<file path="src/rtl/frogger_pkg.sv">
// Shared definitions for the frog player block: keycodes, FSM states, facing.
package frogger_pkg;

  // USB HID keycodes used for movement
  localparam logic [7:0] KEY_NONE = 8'h00;
  localparam logic [7:0] KEY_W    = 8'h1A;
  localparam logic [7:0] KEY_A    = 8'h04;
  localparam logic [7:0] KEY_S    = 8'h16;
  localparam logic [7:0] KEY_D    = 8'h07;

  // Bit positions inside the one-hot move request
  localparam int REQ_UP    = 0;
  localparam int REQ_DOWN  = 1;
  localparam int REQ_LEFT  = 2;
  localparam int REQ_RIGHT = 3;

  typedef enum logic [1:0] {
    ST_IDLE      = 2'd0,
    ST_HOP       = 2'd1,
    ST_DYING     = 2'd2,
    ST_GAME_OVER = 2'd3
  } frog_state_t;

  typedef enum logic [1:0] {
    DIR_UP    = 2'd0,
    DIR_DOWN  = 2'd1,
    DIR_LEFT  = 2'd2,
    DIR_RIGHT = 2'd3
  } frog_dir_t;

endpackage

</file>
<file path="src/rtl/frog_key_decode.sv">
// Keycode edge detector: a move key produces a single one-frame request,
// no matter how long it is held. Non-move codes never produce a request.
module frog_key_decode
  import frogger_pkg::*;
(
  input  logic       frame_clk,
  input  logic       Reset,
  input  logic [7:0] keycode,
  output logic [3:0] move_req
);

  logic [7:0] prev_key;

  // Remember last frame's keycode so a held key only counts once
  always_ff @(posedge frame_clk) begin
    if (Reset) prev_key <= KEY_NONE;
    else       prev_key <= keycode;
  end

  // One-hot press pulse: a move code that was not present last frame
  always_comb begin
    move_req = '0;
    if (keycode != prev_key) begin
      move_req[REQ_UP]    = (keycode == KEY_W);
      move_req[REQ_DOWN]  = (keycode == KEY_S);
      move_req[REQ_LEFT]  = (keycode == KEY_A);
      move_req[REQ_RIGHT] = (keycode == KEY_D);
    end
  end

endmodule

</file>
<file path="src/rtl/frog_ctrl.sv">
// Frog player controller: position, facing, lives and score, one update per
// video frame. Optional feature macro FROGGER_DEATH_ANIM_EN stretches the
// DYING state to DEATH_FRAMES frames; without it DYING lasts a single frame.
module frog_ctrl
  import frogger_pkg::*;
#(
  parameter int START_X      = 300,
  parameter int START_Y      = 440,
  parameter int STEP         = 40,
  parameter int HOP_PX       = 8,
  parameter int FROG_W       = 40,
  parameter int SCREEN_W     = 640,
  parameter int GOAL_Y       = 0,
  parameter int LIVES        = 3,
  parameter int DEATH_FRAMES = 30
) (
  input  logic        frame_clk,
  input  logic        Reset,
  input  logic [7:0]  keycode,
  input  logic        Car_Collision,
  output logic [10:0] Frog_X,
  output logic [10:0] Frog_Y,
  output logic [1:0]  Frog_Dir,
  output logic        Frog_Dying,
  output logic [2:0]  Lives,
  output logic [7:0]  Score,
  output logic        Game_Over
);

  localparam logic [10:0] START_X_L = 11'(START_X);
  localparam logic [10:0] START_Y_L = 11'(START_Y);
  localparam logic [10:0] STEP_L    = 11'(STEP);
  localparam logic [10:0] HOP_L     = 11'(HOP_PX);
  localparam logic [10:0] X_MAX_L   = 11'(SCREEN_W - FROG_W);
  localparam logic [10:0] GOAL_Y_L  = 11'(GOAL_Y);
  localparam logic [5:0]  HOP_LAST  = 6'(STEP / HOP_PX - 1);
  localparam logic [2:0]  LIVES_L   = 3'(LIVES);
`ifdef FROGGER_DEATH_ANIM_EN
  localparam logic [5:0]  DEATH_LAST = 6'(DEATH_FRAMES - 1);
`endif

  frog_state_t state_q, state_d;
  frog_dir_t   dir_q, dir_d;
  frog_dir_t   hop_dir_q, hop_dir_d;
  frog_dir_t   req_dir;
  logic [10:0] x_q, x_d, y_q, y_d;
  logic [10:0] step_x, step_y;
  logic [2:0]  lives_q, lives_d;
  logic [7:0]  score_q, score_d;
  logic [5:0]  hop_cnt_q, hop_cnt_d;
  logic [3:0]  move_req;
  logic        press;
`ifdef FROGGER_DEATH_ANIM_EN
  logic [5:0]  death_cnt_q, death_cnt_d;
`endif

  // Score increment that sticks at the top of the 8-bit range
  function automatic logic [7:0] sat_inc(input logic [7:0] v);
    return (v == 8'hFF) ? v : v + 8'd1;
  endfunction

  // Whether one grid hop from (x, y) in direction d stays on the playfield
  function automatic logic target_ok(input frog_dir_t d, input logic [10:0] x,
                                     input logic [10:0] y);
    logic ok;
    unique case (d)
      DIR_UP:    ok = (y >= GOAL_Y_L + STEP_L);
      DIR_DOWN:  ok = (y + STEP_L <= START_Y_L);
      DIR_LEFT:  ok = (x >= STEP_L);
      DIR_RIGHT: ok = (x + STEP_L <= X_MAX_L);
    endcase
    return ok;
  endfunction

  frog_key_decode u_key (
    .frame_clk (frame_clk),
    .Reset     (Reset),
    .keycode   (keycode),
    .move_req  (move_req)
  );

  // Translate the one-hot request into a facing direction
  always_comb begin
    press   = |move_req;
    req_dir = DIR_UP;
    if (move_req[REQ_DOWN])       req_dir = DIR_DOWN;
    else if (move_req[REQ_LEFT])  req_dir = DIR_LEFT;
    else if (move_req[REQ_RIGHT]) req_dir = DIR_RIGHT;
  end

  // Position after one animation step of the hop in progress
  always_comb begin
    step_x = x_q;
    step_y = y_q;
    unique case (hop_dir_q)
      DIR_UP:    step_y = y_q - HOP_L;
      DIR_DOWN:  step_y = y_q + HOP_L;
      DIR_LEFT:  step_x = x_q - HOP_L;
      DIR_RIGHT: step_x = x_q + HOP_L;
    endcase
  end

  // Next-state logic: collision first, then hop progress / goal, then presses
  always_comb begin
    state_d   = state_q;
    x_d       = x_q;
    y_d       = y_q;
    dir_d     = dir_q;
    lives_d   = lives_q;
    score_d   = score_q;
    hop_dir_d = hop_dir_q;
    hop_cnt_d = hop_cnt_q;
`ifdef FROGGER_DEATH_ANIM_EN
    death_cnt_d = death_cnt_q;
`endif
    unique case (state_q)
      ST_IDLE, ST_HOP: begin
        if (Car_Collision) begin
          // position stays frozen where the car caught the frog
          lives_d = lives_q - 3'd1;
          state_d = (lives_q == 3'd1) ? ST_GAME_OVER : ST_DYING;
`ifdef FROGGER_DEATH_ANIM_EN
          death_cnt_d = '0;
`endif
        end else if (state_q == ST_IDLE) begin
          if (press) begin
            dir_d = req_dir;
            if (target_ok(req_dir, x_q, y_q)) begin
              state_d   = ST_HOP;
              hop_dir_d = req_dir;
              hop_cnt_d = '0;
            end
          end
        end else begin
          x_d = step_x;
          y_d = step_y;
          if (hop_cnt_q == HOP_LAST) begin
            state_d = ST_IDLE;
            // reaching the goal row scores and respawns in the same frame
            if (step_y == GOAL_Y_L) begin
              score_d = sat_inc(score_q);
              x_d     = START_X_L;
              y_d     = START_Y_L;
            end
          end else begin
            hop_cnt_d = hop_cnt_q + 6'd1;
          end
        end
      end
      ST_DYING: begin
`ifdef FROGGER_DEATH_ANIM_EN
        if (death_cnt_q == DEATH_LAST) begin
          state_d = ST_IDLE;
          x_d     = START_X_L;
          y_d     = START_Y_L;
          dir_d   = DIR_UP;
        end else begin
          death_cnt_d = death_cnt_q + 6'd1;
        end
`else
        state_d = ST_IDLE;
        x_d     = START_X_L;
        y_d     = START_Y_L;
        dir_d   = DIR_UP;
`endif
      end
      ST_GAME_OVER: begin
        lives_d = '0;
      end
    endcase
  end

  // State and datapath registers; reset restores the spawn configuration
  always_ff @(posedge frame_clk) begin
    if (Reset) begin
      state_q   <= ST_IDLE;
      x_q       <= START_X_L;
      y_q       <= START_Y_L;
      dir_q     <= DIR_UP;
      lives_q   <= LIVES_L;
      score_q   <= '0;
      hop_dir_q <= DIR_UP;
      hop_cnt_q <= '0;
`ifdef FROGGER_DEATH_ANIM_EN
      death_cnt_q <= '0;
`endif
    end else begin
      state_q   <= state_d;
      x_q       <= x_d;
      y_q       <= y_d;
      dir_q     <= dir_d;
      lives_q   <= lives_d;
      score_q   <= score_d;
      hop_dir_q <= hop_dir_d;
      hop_cnt_q <= hop_cnt_d;
`ifdef FROGGER_DEATH_ANIM_EN
      death_cnt_q <= death_cnt_d;
`endif
    end
  end

  assign Frog_X     = x_q;
  assign Frog_Y     = y_q;
  assign Frog_Dir   = dir_q;
  assign Lives      = lives_q;
  assign Score      = score_q;
  assign Frog_Dying = (state_q == ST_DYING);
  assign Game_Over  = (state_q == ST_GAME_OVER);

endmodule

</file>
<file path="config.mk">
export PLATFORM = sky130hd
export DESIGN_NAME = frog_ctrl
export DESIGN_NICKNAME = d
export VERILOG_FILES = /design/src/rtl/frogger_pkg.sv /design/src/rtl/frog_key_decode.sv /design/src/rtl/frog_ctrl.sv
export SDC_FILE = /design/constraint.sdc
export NUM_CORES = 1
export LEC_CHECK = 0
export CORE_MARGIN = 2
export CORE_UTILIZATION = 30
export DETAILED_ROUTE_END_ITERATION = 8
export PLACE_DENSITY = 0.46
export SLEW_MARGIN = 40
export SYNTH_ARGS = -nofsm -noshare
export SYNTH_HDL_FRONTEND = slang
export SYNTH_SLANG_ARGS = --single-unit
</file>
<file path="constraint.sdc">
create_clock -name frame_clk -period 3.2 [get_ports frame_clk]
set_input_delay 0.64 -clock frame_clk [delete_from_list [all_inputs] [get_ports frame_clk]]
set_output_delay 0.64 -clock frame_clk [all_outputs]
set_load 0.01 [all_outputs]
</file>
Word-level counts from Yosys, hierarchy flattened:

Index checks and enable logic that the tools add are counted.

* output and inout port bits: 37
* bits in registers: 53
* input port bits: 11
* logic and storage cells: 106

* order comparisons: 4
* add/sub/neg operators: 9
* bitwise logic cells: 3
* equality and inequality tests: 28
* reduce and logical (&&, ||, !) cells: 15
* multiplexer cells: 38

Operator list (count)
* 11-bit two-way mux: 8
* 11-bit case mux with 2 select lines: 4
* 6-bit two-way mux: 4
* 11-bit by 4-bit adder with 11-bit output, second input constant: 2
* 11-bit by 6-bit adder with 11-bit output, second input constant: 2
* 11-bit by 6-bit greater-or-equal comparator with 1-bit output, second input constant: 2
* 2-bit two-way mux: 11
* 11-bit by 4-bit subtractor with 11-bit output, second input constant: 2
* 8-bit by 3-bit == test with 1-bit output, second input constant: 2
* 8-bit by 5-bit == test with 1-bit output, second input constant: 2
* 2-bit != test, second input constant: 7
* 2-bit == test, second input constant: 6
* 11-bit by 10-bit less-or-equal comparator with 1-bit output, second input constant: 1
* 11-bit by 9-bit less-or-equal comparator with 1-bit output, second input constant: 1
* 11-bit zero test: 1
* 5-bit AND reduction: 2
* 8-bit by 1-bit adder with 8-bit output, second input constant: 1
* 8-bit == test, second input constant: 1
* 4-bit != test, second input constant: 2
* 8-bit != test: 1
* 2-bit case mux with 2 select lines: 2
* 4-bit AND reduction: 2
* 6-bit by 1-bit adder with 6-bit output, second input constant: 1
* 2-bit by 1-bit == test with 1-bit output, second input constant: 3
* other kinds (18): 27

Logic depth before layout (Yosys ltp):

* depth after elaboration: 16
* gate-level depth with buffers: 12

By module:

A second synthesis with hierarchy kept.

* cells, all modules: 360
* area, all modules: 2969.1 sq um

By module, submodules not included
* frog_ctrl: seq. area each 800.8 sq um, area an instance 2596.2 sq um, times used 1, cells an instance 322
* frog_key_decode: seq. area each 160.2 sq um, area an instance 372.9 sq um, times used 1, cells an instance 38

Least setup slack after synthesis:

Ideal clock, no wire load.

* path type: reg-to-reg
* start point: reg hop_dir_q[0]
* end point: reg x_q[5], in the netlist Frog_X[5]
* cell stages (with the launch flop): 12
* clock period less this slack: 2.955 ns
* path buffers: 2
* slack: 0.245 ns
* data required time: 3.066 ns
* arrival time: 2.821 ns
* cell sequence: dfxtp_1 -> clkbuf_1 -> nand2_1 -> ha_1 -> a211o_1 -> a2111oi_4 -> nor4_1 -> nor4_4 -> nor3_2 -> a21oi_4 -> buf_6 -> o211ai_1

* cells in the longest elaborated chain, start to end: 8
* elaborated cells between the ends (all ways): 12
* classes of those cells: 3 x eq/ne; 7 x mux; 2 x reduce/logical

RTL lines
* start: declaration: RTL line frog_ctrl.sv:44 `frog_dir_t hop_dir_q, hop_dir_d;`
* start signal: assignment: RTL line frog_ctrl.sv:194 `hop_dir_q <= hop_dir_d;`
* 2-bit by 1-bit == test with 1-bit output or 2-bit zero test (tied branches): RTL line frog_ctrl.sv:95 `unique case (hop_dir_q)`
* 11-bit case mux with 2 select lines: RTL line frog_ctrl.sv:95
* 11-bit zero test: RTL line frog_ctrl.sv:140 `if (step_y == GOAL_Y_L) begin`
* 11-bit two-way mux: RTL line frog_ctrl.sv:140
* 11-bit two-way mux *: RTL line frog_ctrl.sv:137 `if (hop_cnt_q == HOP_LAST) begin`
* 11-bit two-way mux *: RTL line frog_ctrl.sv:125 `end else if (state_q == ST_IDLE) begin`
* 11-bit two-way mux *: RTL line frog_ctrl.sv:118 `if (Car_Collision) begin`
* 11-bit case mux with 2 select lines *: RTL line frog_ctrl.sv:116 `unique case (state_q)`
* end signal: assignment: RTL line frog_ctrl.sv:177 `x_q <= START_X_L;`
* end signal: assignment: RTL line frog_ctrl.sv:189 `x_q <= x_d;`
* end: declaration: RTL line frog_ctrl.sv:46 `logic [10:0] x_q, x_d, y_q, y_d;`

Mark *: on every way between the ends. The rest lies on a longest branch, timed or not. The select of a mux whose other input is x is not followed.
A chain may end at the register's enable or synchronous reset.

Worst setup path after layout:

* start point: reg hop_dir_q[1]
* end point: reg y_q[6], in the netlist Frog_Y[6]

* cells in the longest elaborated chain, start to end: 8
* elaborated cells between the ends (all ways): 9
* classes of those cells: 1 x eq/ne; 6 x mux; 2 x reduce/logical

RTL lines
* 2-bit by 1-bit == test with 1-bit output or 2-bit zero test (tied branches): RTL line frog_ctrl.sv:95
* 11-bit case mux with 2 select lines *: RTL line frog_ctrl.sv:95
* 11-bit zero test: RTL line frog_ctrl.sv:140
* 11-bit two-way mux: RTL line frog_ctrl.sv:140
* 11-bit two-way mux *: RTL line frog_ctrl.sv:137
* 11-bit two-way mux *: RTL line frog_ctrl.sv:125
* 11-bit two-way mux *: RTL line frog_ctrl.sv:118
* 11-bit case mux with 2 select lines *: RTL line frog_ctrl.sv:116
* end signal: assignment: RTL line frog_ctrl.sv:190 `y_q <= y_d;`
* end: declaration: RTL line frog_ctrl.sv:46

Marked as above.

==> flow_summary.ini <==
[status]
outcome = complete, no violations

[yosys]
async_reset_ff_share_pct = 0
synth_seq_cells = 48
synth_top_family_by_area = simple AND/OR/NAND/NOR gates
syn_inst = 381
synth_edf_count = 0
seq_area_frac_synth_pct = 30.3
synth_fa_ha_area_share_pct = 7.96
synth-xor-area-share_pct = 8.83
yosys_warnings = 0
synth_area_um2 = 3180
synth_compound_area_share_pct = 20.4
synth.distinct_cells = 60
yosys_most_used_dff = dfxtp_1
synth_simple_gate_area_share_pct = 25.3
avgSynthCellArea_um2 = 8.33
synth_mux_area_share_pct = 1.58

[die]
start_util_pct = 30.8
die_w_um = 107
core-area_um2 = 10300
dieArea_um2 = 11400
die_y_um = 107
fp-row-count = 37
io_pins = 48

[grt]
first_global_vias = 2713
grt_max_degree = 31
gr-total-overflow = 0
antenna_found_initial = 0
grt_usage_pct = 14.6
grt_pass1_wl_um = 13400

[final_layout]
area_growth_pct = 24.5
final_area_um2 = 3960
antennaDiodeCount = 0
nFillCells = 1026
layout.nets = 461
drive_above_1_share_pct = 9.95

[clocking]
clk_latency_ps = 310
clock_path_buffers = 2
htree_num_levels = 2
cts_tree = yes
cts_root_buf = clkbuf_8
holdBufCountCts = 0
cts_made_buffers = 5
cts.sinks = 48
cts.reportedPaths.clkPinSlew_ps = 100

[place]
gp_congestion = 0.789
hpwl_um = 6070
place_area_um2 = 3770
numPortBuffers = 42

[sta]
setup_violations = 0
layout_min_cycle_time_ps = 2970
fin_worst_skew_ps = 15.3
slew_headroom_pct = 63.1
max_freq_mhz = 337
hold_viol = 0
tightest_slew_ps = 546
drv_slew = 0
fin_crit_sh_pct = 92.7
rsz0062_at_grt = false
finalSetupTns_ps = 0

[flow_run]
drv_cap = 0

[critical_path]
setup.worst_path.end_class = flip-flop
worstPathRequired_ps = 3380
crit_path_max_fanout = 13
worstPathArrival_ps = 3150
start_kind = flip-flop
r2r_slack_ps = 230
path_class = flip-flop to flip-flop

[drt]
first_pass_iters = 5
ant_nets = 0
routed_wl_um = 8030
wl_per_cell_um = 14.1
via_count = 2830
drtIter0Drc = 81
drc = 0
via_per_inst = 4.98

[pwr]
leakage_nw = 1.49
ir_drop_mv = 0.176
power_density_nw_per_um2 = 371

[hold_path]
hp-class = flip-flop to flip-flop
-- final timing paths --
path	from	end	depth (start not counted)
setup / recovery	hop_dir_q[1]	Frog_Y[6]	11
hold / removal	Frog_X[2]	Frog_X[2]	1
setup reg to reg	hop_dir_q[1]	Frog_Y[6]	11
hold reg to reg	Frog_X[2]	Frog_X[2]	1
-- worst max-delay path, cell delays in order (launching register included) --
cell      delay [ps]
dfxtp_1          330
inv_2             50
nand2_1          160
ha_1             400
nor2b_1          170
a221o_1          330
a211oi_1         390
a31oi_2          240
nor3_2           380
a21oi_4          110
buf_12           160
a21boi_0         110
-- synthesized netlist by cell type, types with 6 or more instances --
cell type   n  area [um^2]
inv_1      18         67.6
ha_1       17          213
o211ai_1   10         75.1
and2_1      7         43.8
xor2_1     11         96.3
a21oi_1    16         80.1
o21ai_0    24          120
nor2_1     38          143
dfxtp_1    48          961
nor3_1      7         35.0
nand2b_1   10         62.6
xnor2_1    21          184
nor2b_1    13         81.3
nand2_1    32          120
nand4_1     9         56.3
clkbuf_1    8         30.0
nand3_1     6         30.0
-- what timing repair did --
item | 4_1_cts | 5_1_grt
resized for setup | 0 | 3
endpoints found under the setup margin | 0 | 9
buffers inserted | 0 | 3
-- registers in the layout, indices dropped and copies added, names as in the netlist --
| name | flops |
|---|---|
| Score | 8 |
| Frog_Dir | 2 |
| Frog_Y | 8 |
| hop_dir_q | 2 |
| Lives | 3 |
| hop_cnt_q | 6 |
| Frog_X | 9 |
| u_key.prev_key | 8 |
| state_q | 2 |
-- cell type report --
type / instances / area, um^2 / area share [%]
multi-input cells: 300 / 2070 / 52.3
flip-flops and latches: 48 / 961 / 24.3
repair buffers: 57 / 546 / 13.8
well taps: 136 / 170 / 4.30
inverters: 19 / 71.3 / 1.80
clock buffers: 5 / 68.8 / 1.74
clock inverters: 3 / 68.8 / 1.74
-- metal layers --
metal / part of all wire [%] / vias to the layer above / routed length, um / track usage, %
met5: 0 / - / 0 / 0
met4: 0.83 / 0 / 67 / 3.25
met3: 3.6 / 4 / 289 / 2.86
met2: 47 / 56 / 3760 / 24.7
met1: 49 / 1324 / 3910 / 19.4
li1: - / 1446 / - / -
-- cells by family after synthesis --
group	count (synthesis)
and+or+nand+nor	148
xor gates and xnor gates	32
muxes	5
AOI/OAI and AO/OA	91
adders and majority gates	19
buffers and inverters	37
other	1
DFF	48
-- through the flow --
| step | hold slack (ps) | power [mW] | setup slack, ps | instances | utilization (%) |
|---|---|---|---|---|---|
| after global placement | 455 | 0.931 | 129 | 557 | 36.5 |
| after floorplan | 471 | 0.840 | 245 | 385 | - |
| after global routing | 505 | 1.55 | 31.5 | 568 | 38.3 |
| final | 488 | 1.47 | 233 | 568 | 38.3 |
| after CTS | 491 | 1.48 | 142 | 565 | 37.8 |
| after detailed placement | 462 | 0.933 | 68.3 | 557 | 36.5 |
-- placed cells by master, fill, tap and decap left out, types with 6 or more instances in the layout --
cell type        instances
xnor2_1                 21
nand4_1                  9
nand3_1                  6
nor3_1                   7
xor2_1                  11
buf_4                   14
and2_1                   7
inv_1                   18
o211ai_1                10
clkdlybuf4s50_1         42
ha_1                    17
nor2_1                  38
o21ai_0                 24
nand2_1                 32
nor2b_1                 13
dfxtp_1                 48
nand2b_1                10
a21oi_1                 16
-- power breakdown --
part           internal (mW)  switching, mW  total [mW]
Clock                  0.315          0.224       0.539
Combinational          0.127          0.158       0.285
Sequential             0.618         0.0239       0.642
Note: power is estimated with default switching activity, not from simulation.
